<file path="config.mk">
export PLATFORM = sky130hd
export DESIGN_NAME = distance_mac
export DESIGN_NICKNAME = d
export VERILOG_FILES = /design/src/rtl/distance_mac.sv
export SDC_FILE = /design/constraint.sdc
export NUM_CORES = 2
export LEC_CHECK = 0
export ABC_AREA = 1
export ABC_CLOCK_PERIOD_IN_PS = 10600
export CAP_MARGIN = 20
export CORE_MARGIN = 3
export CORE_UTILIZATION = 30
export DETAILED_ROUTE_END_ITERATION = 10
export HOLD_SLACK_MARGIN = 0.06
export SLEW_MARGIN = 25
export SYNTH_ARGS = -nofsm -noshare
export SYNTH_HDL_FRONTEND = slang
export SYNTH_SLANG_ARGS = --single-unit
</file>
<file path="constraint.sdc">
create_clock -name clk -period 10.6 [get_ports clk]
set_input_delay 3.18 -clock clk [delete_from_list [all_inputs] [get_ports clk]]
set_output_delay 3.18 -clock clk [all_outputs]
set_load 0.01 [all_outputs]
</file>
<file path="src/rtl/distance_mac.sv">
// Three-stage signed multiply-accumulate that sums SPECTRAL_BANDS products per pixel.
// Optional clamping on overflow is enabled by defining DISTANCE_MAC_SATURATE_EN.
module distance_mac #(
    parameter int SPECTRAL_BANDS = 100,
    parameter int MAC_WIDTH      = 36
) (
    input  logic                 clk,
    input  logic                 rst,
    input  logic [MAC_WIDTH-1:0] op_a,
    input  logic [MAC_WIDTH-1:0] op_b,
    input  logic                 op_valid,
    input  logic                 acc_clear,
    output logic [MAC_WIDTH-1:0] acc_out,
    output logic                 acc_valid,
    output logic                 acc_last,
    output logic                 overflow
);
    localparam int               CNT_W     = (SPECTRAL_BANDS > 1) ? $clog2(SPECTRAL_BANDS) : 1;
    localparam logic [CNT_W-1:0] LAST_BAND = CNT_W'(SPECTRAL_BANDS - 1);
    localparam int               PW        = 2 * MAC_WIDTH;

`ifdef DISTANCE_MAC_SATURATE_EN
    localparam logic [MAC_WIDTH-1:0] POS_MAX = {1'b0, {(MAC_WIDTH-1){1'b1}}};
    localparam logic [MAC_WIDTH-1:0] NEG_MIN = {1'b1, {(MAC_WIDTH-1){1'b0}}};
`endif

    // ---------------- S1: operand capture ----------------
    logic [MAC_WIDTH-1:0] op_in  [2];
    logic [PW-1:0]        op_ext [2];
    logic                 s1_valid_reg;

    assign op_in[0] = op_a;
    assign op_in[1] = op_b;

    genvar gi;
    generate
        for (gi = 0; gi < 2; gi++) begin : g_lane
            logic [MAC_WIDTH-1:0] op_reg;

            always_ff @(posedge clk) begin
                if (rst) begin
                    op_reg <= '0;
                end else if (op_valid) begin
                    op_reg <= op_in[gi];
                end
            end

            // Sign-extending to full width lets a plain multiply yield the exact signed product.
            assign op_ext[gi] = {{MAC_WIDTH{op_reg[MAC_WIDTH-1]}}, op_reg};
        end
    endgenerate

    // A pair presented together with acc_clear still enters as band 0 of the new sum.
    always_ff @(posedge clk) begin
        if (rst) begin
            s1_valid_reg <= 1'b0;
        end else begin
            s1_valid_reg <= op_valid;
        end
    end

    // ---------------- S2: product ----------------
    logic [PW-1:0]        prod_full;
    logic                 prod_ovf;
    logic [MAC_WIDTH-1:0] prod_next;
    logic [MAC_WIDTH-1:0] s2_prod_reg;
    logic                 s2_povf_reg;
    logic                 s2_valid_reg;

    assign prod_full = op_ext[0] * op_ext[1];
    // Product fits only if the kept sign bit and every discarded bit agree.
    assign prod_ovf  = !((&prod_full[PW-1:MAC_WIDTH-1]) || !(|prod_full[PW-1:MAC_WIDTH-1]));

    always_comb begin
        prod_next = prod_full[MAC_WIDTH-1:0];
`ifdef DISTANCE_MAC_SATURATE_EN
        if (prod_ovf) begin
            prod_next = prod_full[PW-1] ? NEG_MIN : POS_MAX;
        end
`endif
    end

    always_ff @(posedge clk) begin
        if (rst || acc_clear) begin
            s2_valid_reg <= 1'b0;
            s2_prod_reg  <= '0;
            s2_povf_reg  <= 1'b0;
        end else begin
            s2_valid_reg <= s1_valid_reg;
            if (s1_valid_reg) begin
                s2_prod_reg <= prod_next;
                s2_povf_reg <= prod_ovf;
            end
        end
    end

    // ---------------- S3: accumulate ----------------
    logic [MAC_WIDTH-1:0] acc_reg;
    logic [MAC_WIDTH-1:0] acc_base;
    logic [MAC_WIDTH-1:0] sum_wrap;
    logic [MAC_WIDTH-1:0] acc_next;
    logic                 add_ovf;
    logic                 last_band;
    logic [CNT_W-1:0]     band_cnt_reg;
    logic                 acc_valid_reg;
    logic                 acc_last_reg;
    logic                 ovf_reg;

    // Band 0 ignores the previous pixel's total, so pixels run back to back without a bubble.
    assign acc_base  = (band_cnt_reg == '0) ? '0 : acc_reg;
    assign sum_wrap  = acc_base + s2_prod_reg;
    assign add_ovf   = (acc_base[MAC_WIDTH-1] == s2_prod_reg[MAC_WIDTH-1]) &&
                       (sum_wrap[MAC_WIDTH-1] != acc_base[MAC_WIDTH-1]);
    assign last_band = (band_cnt_reg == LAST_BAND);

`ifdef DISTANCE_MAC_SATURATE_EN
    logic sat_lock_reg;
    logic sat_lock_next;

    // Once the sum has clamped it is frozen until the pixel's last band.
    always_comb begin
        acc_next      = sum_wrap;
        sat_lock_next = sat_lock_reg;
        if (sat_lock_reg) begin
            acc_next = acc_reg;
        end else if (add_ovf) begin
            acc_next      = acc_base[MAC_WIDTH-1] ? NEG_MIN : POS_MAX;
            sat_lock_next = 1'b1;
        end
        if (last_band) begin
            sat_lock_next = 1'b0;
        end
    end

    always_ff @(posedge clk) begin
        if (rst || acc_clear) begin
            sat_lock_reg <= 1'b0;
        end else if (s2_valid_reg) begin
            sat_lock_reg <= sat_lock_next;
        end
    end
`else
    assign acc_next = sum_wrap;
`endif

    always_ff @(posedge clk) begin
        if (rst || acc_clear) begin
            acc_reg       <= '0;
            band_cnt_reg  <= '0;
            acc_valid_reg <= 1'b0;
            acc_last_reg  <= 1'b0;
            ovf_reg       <= 1'b0;
        end else begin
            acc_valid_reg <= s2_valid_reg;
            acc_last_reg  <= s2_valid_reg && last_band;
            if (s2_valid_reg) begin
                acc_reg      <= acc_next;
                band_cnt_reg <= last_band ? '0 : band_cnt_reg + 1'b1;
                if (s2_povf_reg || add_ovf) begin
                    ovf_reg <= 1'b1;
                end
            end
        end
    end

    assign acc_out   = acc_reg;
    assign acc_valid = acc_valid_reg;
    assign acc_last  = acc_last_reg;
    assign overflow  = ovf_reg;

endmodule
</file>
==> Word-level counts from Yosys, hierarchy flattened <==
Index checks and enable logic that the tools add are counted.
{ "totals": {"inputBits": 76, "word_cells": 30, "regBits": 157, "output_inout_bits": 39} }
{ "op_classes": {"mux": 2, "reduce_logical": 11, "eq_ne": 3, "multipliers": 1, "addsub": 2} }
{ "op_table": {"columns": ["cell", "n"], "rows": [
  ["36-bit by 36-bit multiplier with 72-bit output", 1],
  ["37-bit AND reduction", 1],
  ["37-bit OR reduction", 1],
  ["36-bit adder", 1],
  ["36-bit two-way mux", 1],
  ["7-bit by 1-bit adder with 7-bit output (second input constant)", 1],
  ["7-bit == test (second input constant)", 1],
  ["7-bit zero test", 1],
  ["7-bit two-way mux", 1],
  ["1-bit logical OR", 3],
  ["1-bit logical AND", 2],
  ["1-bit zero test", 2],
  ["2-bit AND reduction", 1],
  ["1-bit == test", 1],
  ["1-bit != test", 1]
]} }

==> Depth between registers and ports, before layout <==
{ "depth": {"ltp_word": 7, "mapped_depth": 42, "depth_no_buf": 40} }

==> Worst setup path after synthesis <==
OpenSTA, ideal clock, no wires.
{ "synth_path": {"kind": "reg2reg", "start": "reg g_lane[0].op_reg[35]", "end": "reg s2_povf_reg", "stages_incl_launch_ff": 35, "n_path_buf": 2, "synth_period_minus_slack_ps": 7974, "path_slack_ps": 2626, "required_time_ps": 10469, "setup_ps": 131, "arrival_ps": 7843, "path_cell_list": "dfxtp_1 clkbuf_1 clkbuf_1 nand2_1 inv_1 fa_1 inv_1 fa_1 fa_1 inv_1 fa_1 inv_1 fa_1 fa_1 fa_1 fa_1 inv_1 ha_1 nand2_1 nor2_2 nand2_1 inv_2 nand2_1 nor4_1 nand2_1 nand2_1 nand2_1 nand2_1 nand2_1 nor2_1 nand2_1 nor2_1 nand3_1 nand3_2 a21oi_2"} }
{ "synth_between": {"elab_chain_cells": 5, "elab_cells_between_ends": 6, "cone_classes": "mul (1); reduce/logical (5)"} }
{ "synth_lines": {"columns": ["item", "line", "rtl"], "rows": [
  ["from (decl)", "38", "logic [MAC_WIDTH-1:0] op_reg;"],
  ["from (signal assigned)", "44", "op_reg <= op_in[gi];"],
  ["36-bit by 36-bit multiplier with 72-bit output *", "70", "assign prod_full = op_ext[0] * op_ext[1];"],
  ["37-bit OR reduction", "72", "assign prod_ovf = !((&prod_full[PW-1:MAC_WIDTH-1]) || !(|prod_full[PW-1:MAC_WIDTH-1]));"],
  ["1-bit zero test", "72", null],
  ["1-bit logical OR *", "72", null],
  ["1-bit zero test *", "72", null],
  ["to (signal assigned)", "92", "s2_povf_reg <= prod_ovf;"],
  ["to (decl)", "67", "logic s2_povf_reg;"]
]} }
Every way passes the cells marked *; elsewhere a longest branch is shown, timed or not.
A chain may end at the register's enable or synchronous reset.

==> Final worst setup path <==
Ends and elaborated chain as after synthesis.

==> results.sh <==
export IMPL_finalInstanceArea_um2=61200
export IMPL_syn_to_final_growth_pct=8.13
export IMPL_fmax_mhz=112
export IMPL_cts_sinks=157
export IMPL_syn_nets=9133
export IMPL_drtIter0Drc=3361
export IMPL_final_nets=9063
export IMPL_dr_pass1_iters=6
export IMPL_ys_seq_elements=157
export IMPL_final_max_slew_viol_count=0
export IMPL_clock_path_buffers=2
export IMPL_hpwl_mm=159
export IMPL_start_util=0.304
export IMPL_grt_pass1_wl_mm=295
export IMPL_diodes=0
export IMPL_final_cell_mix="nand2_1 (2,281), inv_1 (2,083), fa_1 (1,380)"
export IMPL_layout_commonest_cell="nand2_1"
export IMPL_cts_root_buf="clkbuf_16"
export IMPL_synth_cell_area_um2=56600
export IMPL_final_core_util=0.328
export IMPL_fp_dieH_um=440
export IMPL_end_kind="flop"
export IMPL_fin_skew_ns=0.0236
export IMPL_cts_resized=0
export IMPL_max_stage_delay_ns=0.68
export IMPL_die_w_um=440
export IMPL_finalSetupTns_ns=0
export IMPL_hp_class="reg -> reg"
export IMPL_gr_total_overflow=0
export IMPL_grt_max_degree=63
export IMPL_setup_viol=0
export IMPL_min_period_ns=8.90
export IMPL_fin_crit_sh=0.840
export IMPL_reg2reg_to="s2_povf_reg$_SDFFE_PP0P_"
export IMPL_power_clock_fraction=0.099
export IMPL_p_leak_nw=30.3
export IMPL_synth_cell_types=43
export IMPL_row_count=158
export IMPL_path_clk_slew_ns=0.09
export IMPL_wl_mm=188
export IMPL_rr_startpoint="g_lane[0].op_reg[35]$_SDFFE_PP0P_"
export IMPL_slew_headroom=0.254
export IMPL_h_tree_depth=4
export IMPL_path_max_fanout=29
export IMPL_swShare=0.596
export IMPL_cts_buffers=17
export IMPL_dieArea_um2=194000
export IMPL_vias_per_cell=4.61
export IMPL_powerDensity_nw_per_um2=116
export IMPL_track_usage=0.200
export IMPL_worstSetupPathType="reg -> reg"
export IMPL_cp_arrival_ns=9.32
export IMPL_via_count=45400
export IMPL_antenna_found_initial=9
export IMPL_ant_nets=0
export IMPL_core_area_um2=186000
export IMPL_ff2ff_setup_slack_ns=1.70
export IMPL_maxCapViolations=0
export IMPL_cts_tree="built"
export IMPL_grt_pass1_vias=48900
export IMPL_final_hold_viol_count=0
export IMPL_ys_seq_area_frac=0.0555
export IMPL_pwr_share_seq=0.097
export IMPL_drive_gt1_frac=0.0383
export IMPL_p_int_w=0.00286
export IMPL_rsz0062_at_grt="no"
export IMPL_insertion_delay_ns=0.55
export IMPL_drc_errors=0
export IMPL_largest_reg_flops=72
export IMPL_io_pins=115
export IMPL_synth_avg_cell_area_um2=7.63
export IMPL_netlist_instances=7421
export IMPL_cp_endpoint="s2_povf_reg$_SDFFE_PP0P_"
export IMPL_p_comb_frac=0.804
export IMPL_worstPathRequired_ns=11.02
export IMPL_worst_ir_drop_vdd_v=0.000161
export IMPL_pre_cts_ws_ns=1.62
export IMPL_tightest_slew_ns=1.12
export IMPL_fin_ws_ns=1.70
export IMPL_routedWlPerCell_um=19.1
export IMPL_gp_congestion=0.940
export IMPL_rr_worst_depth=32
export IMPL_status="completed"
export IMPL_cts_hold_buf=0
export IMPL_timing_critical_path_from="g_lane[0].op_reg[35]$_SDFFE_PP0P_"
export IMPL_critical_path_slowest_cell="inv_1"
export IMPL_port_buffers=114
export IMPL_cp_start_kind="flop"
export IMPL_p_switching_w=0.00421
export IMPL_ys_warn_count=0
export IMPL_post_cts_setup_buffer_count=0
export IMPL_placed_area_um2=60600
[layer usage]
metal,GRT usage,up-vias,part of all wire
li1,-,20600,-
met1,0.264,23000,0.43
met2,0.340,1470,0.48
met3,0.0260,278,0.059
met4,0.0621,10,0.034
met5,0,-,0.00034
[power groups by stage]
stage	logic [W]	registers [W]	clock network, W
2_1_floorplan	0.00379	0.000633	0
3_3_place_gp	0.00563	0.000698	0
3_5_place_dp	0.00565	0.000698	0
4_1_cts	0.00568	0.000684	0.000726
6_report	0.00569	0.000685	0.000701
5_1_grt	0.00635	0.000688	0.000743
[how the worst min path moves through the flow]
stage                                 startpoint                                end  slack [ns]  cells past startpoint
6_report       g_lane[1].op_reg[22]$_SDFFE_PP0P_  g_lane[1].op_reg[22]$_SDFFE_PP0P_        0.46                      2
5_1_grt        g_lane[0].op_reg[23]$_SDFFE_PP0P_  g_lane[0].op_reg[23]$_SDFFE_PP0P_        0.49                      2
4_1_cts        g_lane[1].op_reg[22]$_SDFFE_PP0P_  g_lane[1].op_reg[22]$_SDFFE_PP0P_        0.46                      2
3_5_place_dp               overflow$_SDFFE_PP0P_              overflow$_SDFFE_PP0P_        0.45                      2
3_3_place_gp               overflow$_SDFFE_PP0P_              overflow$_SDFFE_PP0P_        0.44                      2
2_1_floorplan        s2_prod_reg[2]$_SDFFE_PP0P_        s2_prod_reg[2]$_SDFFE_PP0P_        0.45                      2
[worst max-delay path: cells and delay by family, from the launching register on]
family                   cells  cell delay [ns]
AND/OR/NAND/NOR             13             1.40
AO/OA/AOI/OAI                3             0.64
flip-flops                   1             0.58
buffers and inverters        7             1.60
adder cells (fa/ha/maj)      9             4.54
[synthesized netlist by cell type, drive strengths merged]
cell,instances,area [um2]
nand2,2296,8660
inv,2093,7860
fa,1380,27600
nor2,273,1130
ha,256,3200
clkbuf,200,751
a21oi,191,960
dfxtp,157,3140
buf,138,518
nand3,138,741
o21ai,83,415
xor2,43,377
or2,31,194
nand4,25,156
nor3,22,146
xnor2,20,175
o211ai,12,90.1
o221ai,11,96.3
a21o,7,52.6
nor4,7,43.8
o21bai,7,52.6
and2,6,40.0
a31oi,3,18.8
clkinv,3,11.3
nand3b,3,22.5
nor3b,3,22.5
o21a,3,22.5
o221a,3,33.8
a211oi,2,15.0
and3,2,12.5
a21boi,1,7.51
o2111ai,1,8.76
o311a,1,10.0
[final cells by class]
cell class	instances	area (um2)
clock buffer	18	429
clock inverter	14	163
fill	19800	125000
inverter	2096	7870
multi-input combinational	4830	44300
sequential	157	3150
tap	2480	3100
timing repair buffer	249	2160
[metrics by stage]
step                power (W)  cells  hold slack (ns)
global placement      0.00633   9812            0.442
global route          0.00778   9844            0.485
CTS                   0.00709   9844            0.464
detailed placement    0.00634   9812            0.446
floorplan             0.00442   7421            0.445
finish                0.00707   9844            0.465
[cell families (layout without fill, tap and decap cells)]
| kind of cell | count (synthesis) | in the layout | share of synthesized area |
|---|---|---|---|
| fa+ha+maj | 1636 | 1636 | 0.545 |
| compound gates | 325 | 325 | 0.0315 |
| buf+inv | 2434 | 2377 | 0.161 |
| flops | 157 | 157 | 0.0555 |
| simple gates | 2806 | 2806 | 0.197 |
| xor+xnor | 63 | 63 | 0.00975 |
Power figures use the tool's default switching activity.
